**src/rtl/arm_mem_pkg.sv**
```systemverilog
// Shared encodings for the IF/MEM RAM port arbiter: FSM states and grant IDs.
package arm_mem_pkg;
  localparam logic [1:0] ST_IDLE   = 2'd0;
  localparam logic [1:0] ST_ACCESS = 2'd1;
  localparam logic [1:0] ST_DONE   = 2'd2;

  localparam logic GNT_IF  = 1'b0;
  localparam logic GNT_MEM = 1'b1;

  typedef enum logic [1:0] {
    S_IDLE   = ST_IDLE,
    S_ACCESS = ST_ACCESS,
    S_DONE   = ST_DONE
  } state_e;
endpackage

```
**src/rtl/arb_wait_counter.sv**
```systemverilog
// Loadable down-counter timing the RAM wait-state window; zero flags the last cycle.
module arb_wait_counter #(
  parameter int W = 2
) (
  input  logic         clk,
  input  logic         rst,
  input  logic         load,
  input  logic [W-1:0] load_val,
  input  logic         en,
  output logic         zero
);
  logic [W-1:0] cnt;

  always_ff @(posedge clk or negedge rst) begin
    if (!rst)                   cnt <= '0;
    else if (load)              cnt <= load_val;
    else if (en && cnt != '0)   cnt <= cnt - 1'b1;
  end

  assign zero = (cnt == '0);
endmodule

```
**src/rtl/mem_port_arbiter.sv**
```systemverilog
// Shares one single-port RAM between IF (read-only) and MEM (read/write).
// Define ARB_ROUND_ROBIN_EN to break IF/MEM ties by alternating instead of fixed MEM priority.
module mem_port_arbiter
  import arm_mem_pkg::*;
#(
  parameter int ADDR_W      = 32,
  parameter int DATA_W      = 32,
  parameter int WAIT_CYCLES = 2
) (
  input  logic              clk,
  input  logic              rst,
  input  logic              if_req,
  input  logic [ADDR_W-1:0] if_addr,
  output logic [DATA_W-1:0] if_rdata,
  output logic              if_ready,
  input  logic              mem_req,
  input  logic              mem_we,
  input  logic [ADDR_W-1:0] mem_addr,
  input  logic [DATA_W-1:0] mem_wdata,
  output logic [DATA_W-1:0] mem_rdata,
  output logic              mem_ready,
  output logic              ram_en,
  output logic              ram_we,
  output logic [ADDR_W-1:0] ram_addr,
  output logic [DATA_W-1:0] ram_wdata,
  input  logic [DATA_W-1:0] ram_rdata
);
  localparam int            CW       = $clog2(WAIT_CYCLES) + 1;
  localparam logic [CW-1:0] CNT_INIT = CW'(WAIT_CYCLES - 1);

  state_e state, state_nxt;
  logic   grant_q, we_q, pick, cnt_load, cnt_zero, last_cycle;

  arb_wait_counter #(.W(CW)) u_cnt (
    .clk      (clk),
    .rst      (rst),
    .load     (cnt_load),
    .load_val (CNT_INIT),
    .en       (state == S_ACCESS),
    .zero     (cnt_zero)
  );

  assign last_cycle = (state == S_ACCESS) && cnt_zero;

`ifdef ARB_ROUND_ROBIN_EN
  logic last_grant;

  always_ff @(posedge clk or negedge rst) begin
    if (!rst)            last_grant <= GNT_MEM;
    else if (last_cycle) last_grant <= grant_q;
  end

  // On a tie, whoever was not served last goes first.
  always_comb begin
    pick = mem_req ? GNT_MEM : GNT_IF;
    if (if_req && mem_req) pick = (last_grant == GNT_MEM) ? GNT_IF : GNT_MEM;
  end
`else
  // MEM wins ties so a store never waits behind a stalled fetch.
  always_comb pick = mem_req ? GNT_MEM : GNT_IF;
`endif

  always_ff @(posedge clk or negedge rst) begin
    if (!rst) state <= S_IDLE;
    else      state <= state_nxt;
  end

  always_comb begin
    state_nxt = state;
    cnt_load  = 1'b0;
    case (state)
      S_IDLE: if (if_req || mem_req) begin
        state_nxt = S_ACCESS;
        cnt_load  = 1'b1;
      end
      S_ACCESS: if (cnt_zero) state_nxt = S_DONE;
      S_DONE:   state_nxt = S_IDLE;
      default:  state_nxt = S_IDLE;
    endcase
  end

  always_ff @(posedge clk or negedge rst) begin
    if (!rst) begin
      grant_q   <= GNT_IF;
      we_q      <= 1'b0;
      ram_addr  <= '0;
      ram_wdata <= '0;
      if_rdata  <= '0;
      mem_rdata <= '0;
    end else begin
      if (state == S_IDLE && (if_req || mem_req)) begin
        grant_q  <= pick;
        we_q     <= (pick == GNT_MEM) && mem_we;
        ram_addr <= (pick == GNT_MEM) ? mem_addr : if_addr;
        if (pick == GNT_MEM) ram_wdata <= mem_wdata;
      end
      if (last_cycle && !we_q) begin
        if (grant_q == GNT_MEM) mem_rdata <= ram_rdata;
        else                    if_rdata  <= ram_rdata;
      end
    end
  end

  // Decoded from state so an async reset drops the strobes immediately.
  assign ram_en    = (state == S_ACCESS);
  assign ram_we    = ram_en && we_q;
  assign if_ready  = (state == S_DONE) && (grant_q == GNT_IF);
  assign mem_ready = (state == S_DONE) && (grant_q == GNT_MEM);
endmodule
```
**config.mk**
```make
export PLATFORM = sky130hd
export DESIGN_NAME = mem_port_arbiter
export DESIGN_NICKNAME = d
export VERILOG_FILES = /design/src/rtl/arm_mem_pkg.sv /design/src/rtl/arb_wait_counter.sv /design/src/rtl/mem_port_arbiter.sv
export SDC_FILE = /design/constraint.sdc
export NUM_CORES = 1
export LEC_CHECK = 0
export BUFFER_PORTS_ARGS = -buffer_cell sky130_fd_sc_hd__buf_2
export CORE_MARGIN = 2
export CORE_UTILIZATION = 25
export CTS_CLUSTER_DIAMETER = 100
export DETAILED_ROUTE_END_ITERATION = 7
export SLEW_MARGIN = 5
export SYNTH_ARGS = -nofsm -noshare
export SYNTH_HDL_FRONTEND = slang
export SYNTH_HIERARCHICAL = 1
export SYNTH_SLANG_ARGS = --single-unit
export TNS_END_PERCENT = 30
```
**constraint.sdc**
```tcl
create_clock -name clk -period 1.5 [get_ports clk]
set_input_delay 0.075 -clock clk [delete_from_list [all_inputs] [get_ports clk]]
set_output_delay 0.075 -clock clk [all_outputs]
set_load 0.005 [all_outputs]
```
; Yosys cells after proc, flatten, opt, wreduce, memory -nomap -nowiden
; Cells that the tools add are included.
; W data, S select, Z words.
[totals]
reg_bits = 134
input_bits = 133
[op_classes]
n_addsub = 1
eq_ne = 4
mux = 9
n_bitwise = 1
reduce_logical = 18
[op_table]
columns = cell, n
row1 = $mux W32, 1
row2 = $logic_and A1 B1 Y1, 8
row3 = $mux W2, 4
row4 = $reduce_and A2 Y1, 4
row5 = $logic_not A2 Y1, 2
row6 = $ne A2 B1 Y1 const B, 2
row7 = $pmux W2 S2, 1
row8 = $reduce_bool A2 Y1, 2
row9 = $mux W1, 3
row10 = $eq A2 B1 Y1 const B, 1
row11 = $eq A2 B2 Y1 const B, 1
row12 = $sub A2 B1 Y2 const B, 1
row13 = $logic_not A1 Y1, 1
row14 = $logic_or A1 B1 Y1, 1
row15 = $not A1 Y1, 1

; Depth between registers and ports, before layout
[depth]
word_depth = 4
depth_mapped = 6

; Hierarchy
; Netlist, hierarchy kept.
[modules_own_cells]
columns = mod, n_inst, cells_per_inst, area_per_inst_um2
row1 = mem_port_arbiter, 1, 327, 5534.1
row2 = arb_wait_counter, 1, 13, 132.6

; Least setup slack after synthesis
; No wires, ideal clock.
[synth_timing]
path_type = register -> register
from = register u_cnt.cnt[0]
to = register if_rdata[0]
setup_time_ps = 125
t_arrival_ps = 1454
path_slack_ps = -79
path_stages_with_launch = 7
path_buffers = 2
synth_period_minus_slack_ps = 1579
cell_sequence = dfrtp_1 inv_1 ha_1 and4bb_1 buf_6 buf_12 mux2_4
[synth_between]
elab_chain_cells = 4
[synth_lines]
columns = element, line_no
row1 = start: declaration, arb_wait_counter.sv:12  ; logic [W-1:0] cnt;
row2 = start signal: assignment, arb_wait_counter.sv:16  ; else if (load) cnt <= load_val;
row3 = start signal: assignment, arb_wait_counter.sv:17  ; else if (en && cnt != '0) cnt <= cnt - 1'b1;
row4 = $logic_not A2 Y1, arb_wait_counter.sv:20  ; assign zero = (cnt == '0);
row5 = net cnt_zero, mem_port_arbiter.sv:32  ; logic grant_q, we_q, pick, cnt_load, cnt_zero, last_cycle;
row6 = $logic_and A1 B1 Y1, mem_port_arbiter.sv:43  ; assign last_cycle = (state == S_ACCESS) && cnt_zero;
row7 = $logic_and A1 B1 Y1, mem_port_arbiter.sv:97  ; if (last_cycle && !we_q) begin
row8 = $reduce_and A2 Y1 (no source line), --
row9 = end signal: assignment, mem_port_arbiter.sv:99  ; else if_rdata <= ram_rdata;
row10 = end: declaration, mem_port_arbiter.sv:14  ; output logic [DATA_W-1:0] if_rdata,
; The timed path passes the listed nets, and every way through them passes these cells.
; A chain may end at the register's enable or synchronous reset.

; Worst setup path after layout
[layout_timing]
from = register u_cnt.cnt[0]
to = register if_rdata[20]
; The elaborated chain is that of the path after synthesis.

==> results.toml <==
[status]
outcome = "finished, violations left"
violations = "negative setup slack"

[clock_tree]
cts.reportedPaths.clkPinSlew_ns = 0.06
tritoncts = "yes"
max-clock-path-buffers = 2
tritoncts.num_buffers = 17
htree_num_levels = 4
clockRootBuffer = "clkbuf_16"
clock_sink_count = 134
clock_insertion_delay_worst_skew_ns = 0.41

[pwr]
irDropWorstVdd_v = 0.000731
clkPwrFrac_pct = 24.1
static-leakage-power_nw = 4.43
switching_part_of_the_total_power_pct = 30.4
intPower_mw = 12.2
seq_power_share_pct = 36.5
p_per_area_nw_per_um2 = 1910
portion_of_total_power_attributed_to_combinational_logic_pct = 39.4
p_switching_mw = 5.33

[final_layout]
syn_to_final_growth_pct = 62.0
antenna_cells_inserted = 0
post_route_cells_drive_above_1_share_pct = 57.0
number_of_nets_at_the_end_of_the_flow = 865
post-route-cell-area_um2 = 9180
final_core_util_pct = 40.9
nFillCells = 2093

[timing]
postLayoutSetupSlackWorst_ns = -0.0632
totalNegativeSetupSlack_ns = -1.42
hold_viol_final = 0
worst_clock_skew_ns = 0.00584
layout_worst_path_cycle_share_pct = 104
rsz0062_at_grt = "true"
maxClockFrequency_mhz = 640
min_period_ns = 1.56
setup_viol = 50
report.final.slew_viol_count = 0

[placement]
io_buffer_count = 264
gp_congestion = 0.719
hpwl_um = 9900
preCtsSetupSlack_ns = -0.127
post_dp_cell_area_um2 = 7440

[grt]
gr-usage-all-layers_pct = 12.7
grt_antenna_before_repair = 0
grt_max_degree = 45
remaining_global_route_overflow = 0
wire_length_of_the_first_global_routing_pass_um = 23900
first_global_vias = 4682

[yosys]
postSynthCellCount = 340
synthesis.area_um2 = 5670
synth_commonest_cells = "dfrtp_1, mux2_1, mux2_2, mux2_4, buf_2"
ys_warn_count = 6
syn-num-nets = 474
synth_edf_count = 0
leading_cell_types_by_total_area_after_synthesis = "dfrtp_1, mux2_1, mux2_2, mux2_4, buf_6"
synth_top_cell_by_area = "dfrtp_1"
synth.most_common_cell = "dfrtp_1"
postSynth.asyncResetShare_pct = 100
synth.avg_cell_area_um2 = 16.7
number_of_flip_flops_and_latches_in_the_synthesized_netlist = 134
yosys_most_used_dff = "dfrtp_1"
synth_seq_area_share_pct = 59.2
synth_top_area_share_pct = 59.2
synthDistinctLibCells = 29

[floorplan]
effective_utilization_at_floorplan_pct = 25.3
num_io_pins = 265
dieWidth_um = 155
core.rowCount = 55
die_height_um = 155
core_area_um2 = 22400
die_footprint_um2 = 23900

[critical_path]
ordered_cell_list_for_the_critical_path = "inv_2, ha_4, and4bb_4, buf_12, buf_16, mux2_4"
crit_required_ns = 1.79
regToRegSetupSlack_ns = -0.06
path_max_fanout = 8
critical_path_top_delay_cell = "dfrtp_1"
r2r.worst_path.cells = 6
worst_setup_end_kind = "register"
max_stage_delay_ns = 0.39
crit_type = "reg2reg"
timing.rr.end = "if_rdata[20]$_DFFE_PN0P_"
regToRegStartpoint = "u_cnt/cnt[0]$_DFFE_PN0P_"
element_type_at_the_critical_path_start = "register"
worst-endpoint-arrival_ns = 1.85

[worst_hold_path]
hold_start = "if_addr[21]"
worstHoldPathCells = 3
hold_end = "ram_addr[21]$_DFFE_PN0P_"
hold_path.class = "in2reg"

[detailed_routing]
via_count = 4234
avgViaCountPerCell = 4.11
detail_route.wirelength_um = 14900
wl_per_cell_um = 14.5
detail-route-antenna-nets = 0
drc_errors = 0
drt_iter0_drc = 141
detailedRoute.firstPassIterationCount = 4

[job]
max_cap_viols = 0
[critical path, delay by kind of cell (launching register included)]
family,cells,cell delay [ns]
flip-flops,1,0.39
buffers and inverters,3,0.34
multiplexers,1,0.30
AND/OR/NAND/NOR,1,0.28
adder cells (fa/ha/maj),1,0.13
[metrics by stage]
step	hold WS (ns)	std cells	power, mW
2_1_floorplan	-0.221	340	9.90
3_3_place_gp	0.0152	892	12.8
3_5_place_dp	0.0160	892	13.0
4_1_cts	0.000699	1028	17.8
5_1_grt	0.00714	1029	18.7
6_report	0.0243	1029	17.5
[how the worst max path moves through the flow]
stage                                        start                  endpoint  slack (ns)  depth (start not counted)
after global placement    u_cnt/cnt[0]$_DFFE_PN0P_  if_rdata[11]$_DFFE_PN0P_       -0.11                          5
after detailed placement  u_cnt/cnt[0]$_DFFE_PN0P_  if_rdata[11]$_DFFE_PN0P_       -0.13                          5
final                     u_cnt/cnt[0]$_DFFE_PN0P_  if_rdata[20]$_DFFE_PN0P_       -0.06                          6
after CTS                 u_cnt/cnt[0]$_DFFE_PN0P_  if_rdata[19]$_DFFE_PN0P_       -0.07                          6
after global routing          state[0]$_DFFE_PN0P_  if_rdata[19]$_DFFE_PN0P_       -0.12                          5
after floorplan               state[1]$_DFFE_PN0P_   if_rdata[0]$_DFFE_PN0P_       -0.01                          5
[cell usage in the layout (no fill, tap or decap), types with 2 or more instances in the layout]
master	n
inv_6	7
buf_16	2
mux2_4	33
nand2_1	2
clkinv_4	2
clkbuf_16	17
dlygate4sd3_1	94
and2_4	2
buf_2	262
mux2_1	71
inv_2	3
dlymetal6s4s_1	7
mux2_2	56
clkinv_2	2
conb_1	2
buf_12	9
bufinv_16	2
or4b_1	2
dfrtp_1	134
buf_4	13
buf_6	3
[power by group through the flow]
stage,registers [mW],logic (mW),clock network [mW]
finish,6.40,6.91,4.23
global route,6.65,7.53,4.56
CTS,6.41,7.00,4.39
detailed placement,6.43,6.53,0
global placement,6.39,6.42,0
floorplan,6.59,3.31,0
[state kept, by name, indices dropped and copies added (netlist names)]
name and cells:
grant_q 1, if_rdata 32, mem_rdata 32, ram_addr 32, ram_wdata 32, state 2
u_cnt/cnt 2, we_q 1
[logic make-up (layout without fill, tap and decap cells)]
kind of cell,Yosys count,in the layout,synth area share (%)
buffers and inverters,22,426,3.42
AND/OR/NAND/NOR,15,15,2.36
AO/OA/AOI/OAI,6,6,0.905
flip-flops,134,134,59.2
multiplexers,160,160,33.8
other,2,2,0.133
adder cells (fa/ha/maj),1,1,0.221
[repair_timing]
action	in CTS	in global routing
pin swaps	1	1
cloned	2	0
resized for setup	12	9
hold endpoints to repair	250	0
setup buffers	1	1
hold buffers	101	0
endpoints found under the setup margin	95	100
[cell type report]
cell class / count / area [um2] / area share [%]
clock buffers: 17 / 425 / 4.64
clock inverters: 15 / 168 / 1.83
inverters: 4 / 15.0 / 0.164
multi-input cells: 184 / 2150 / 23.5
flip-flops and latches: 134 / 3350 / 36.5
well taps: 285 / 357 / 3.89
repair buffers: 390 / 2710 / 29.5
[routing by layer]
layer  track usage (%)  part of all wire [%]
met1              15.1                    43
met2              21.8                    50
met3              3.84                   6.2
met4              4.76                   1.6
met5                 0                     0
Power figures use the tool's default switching activity.
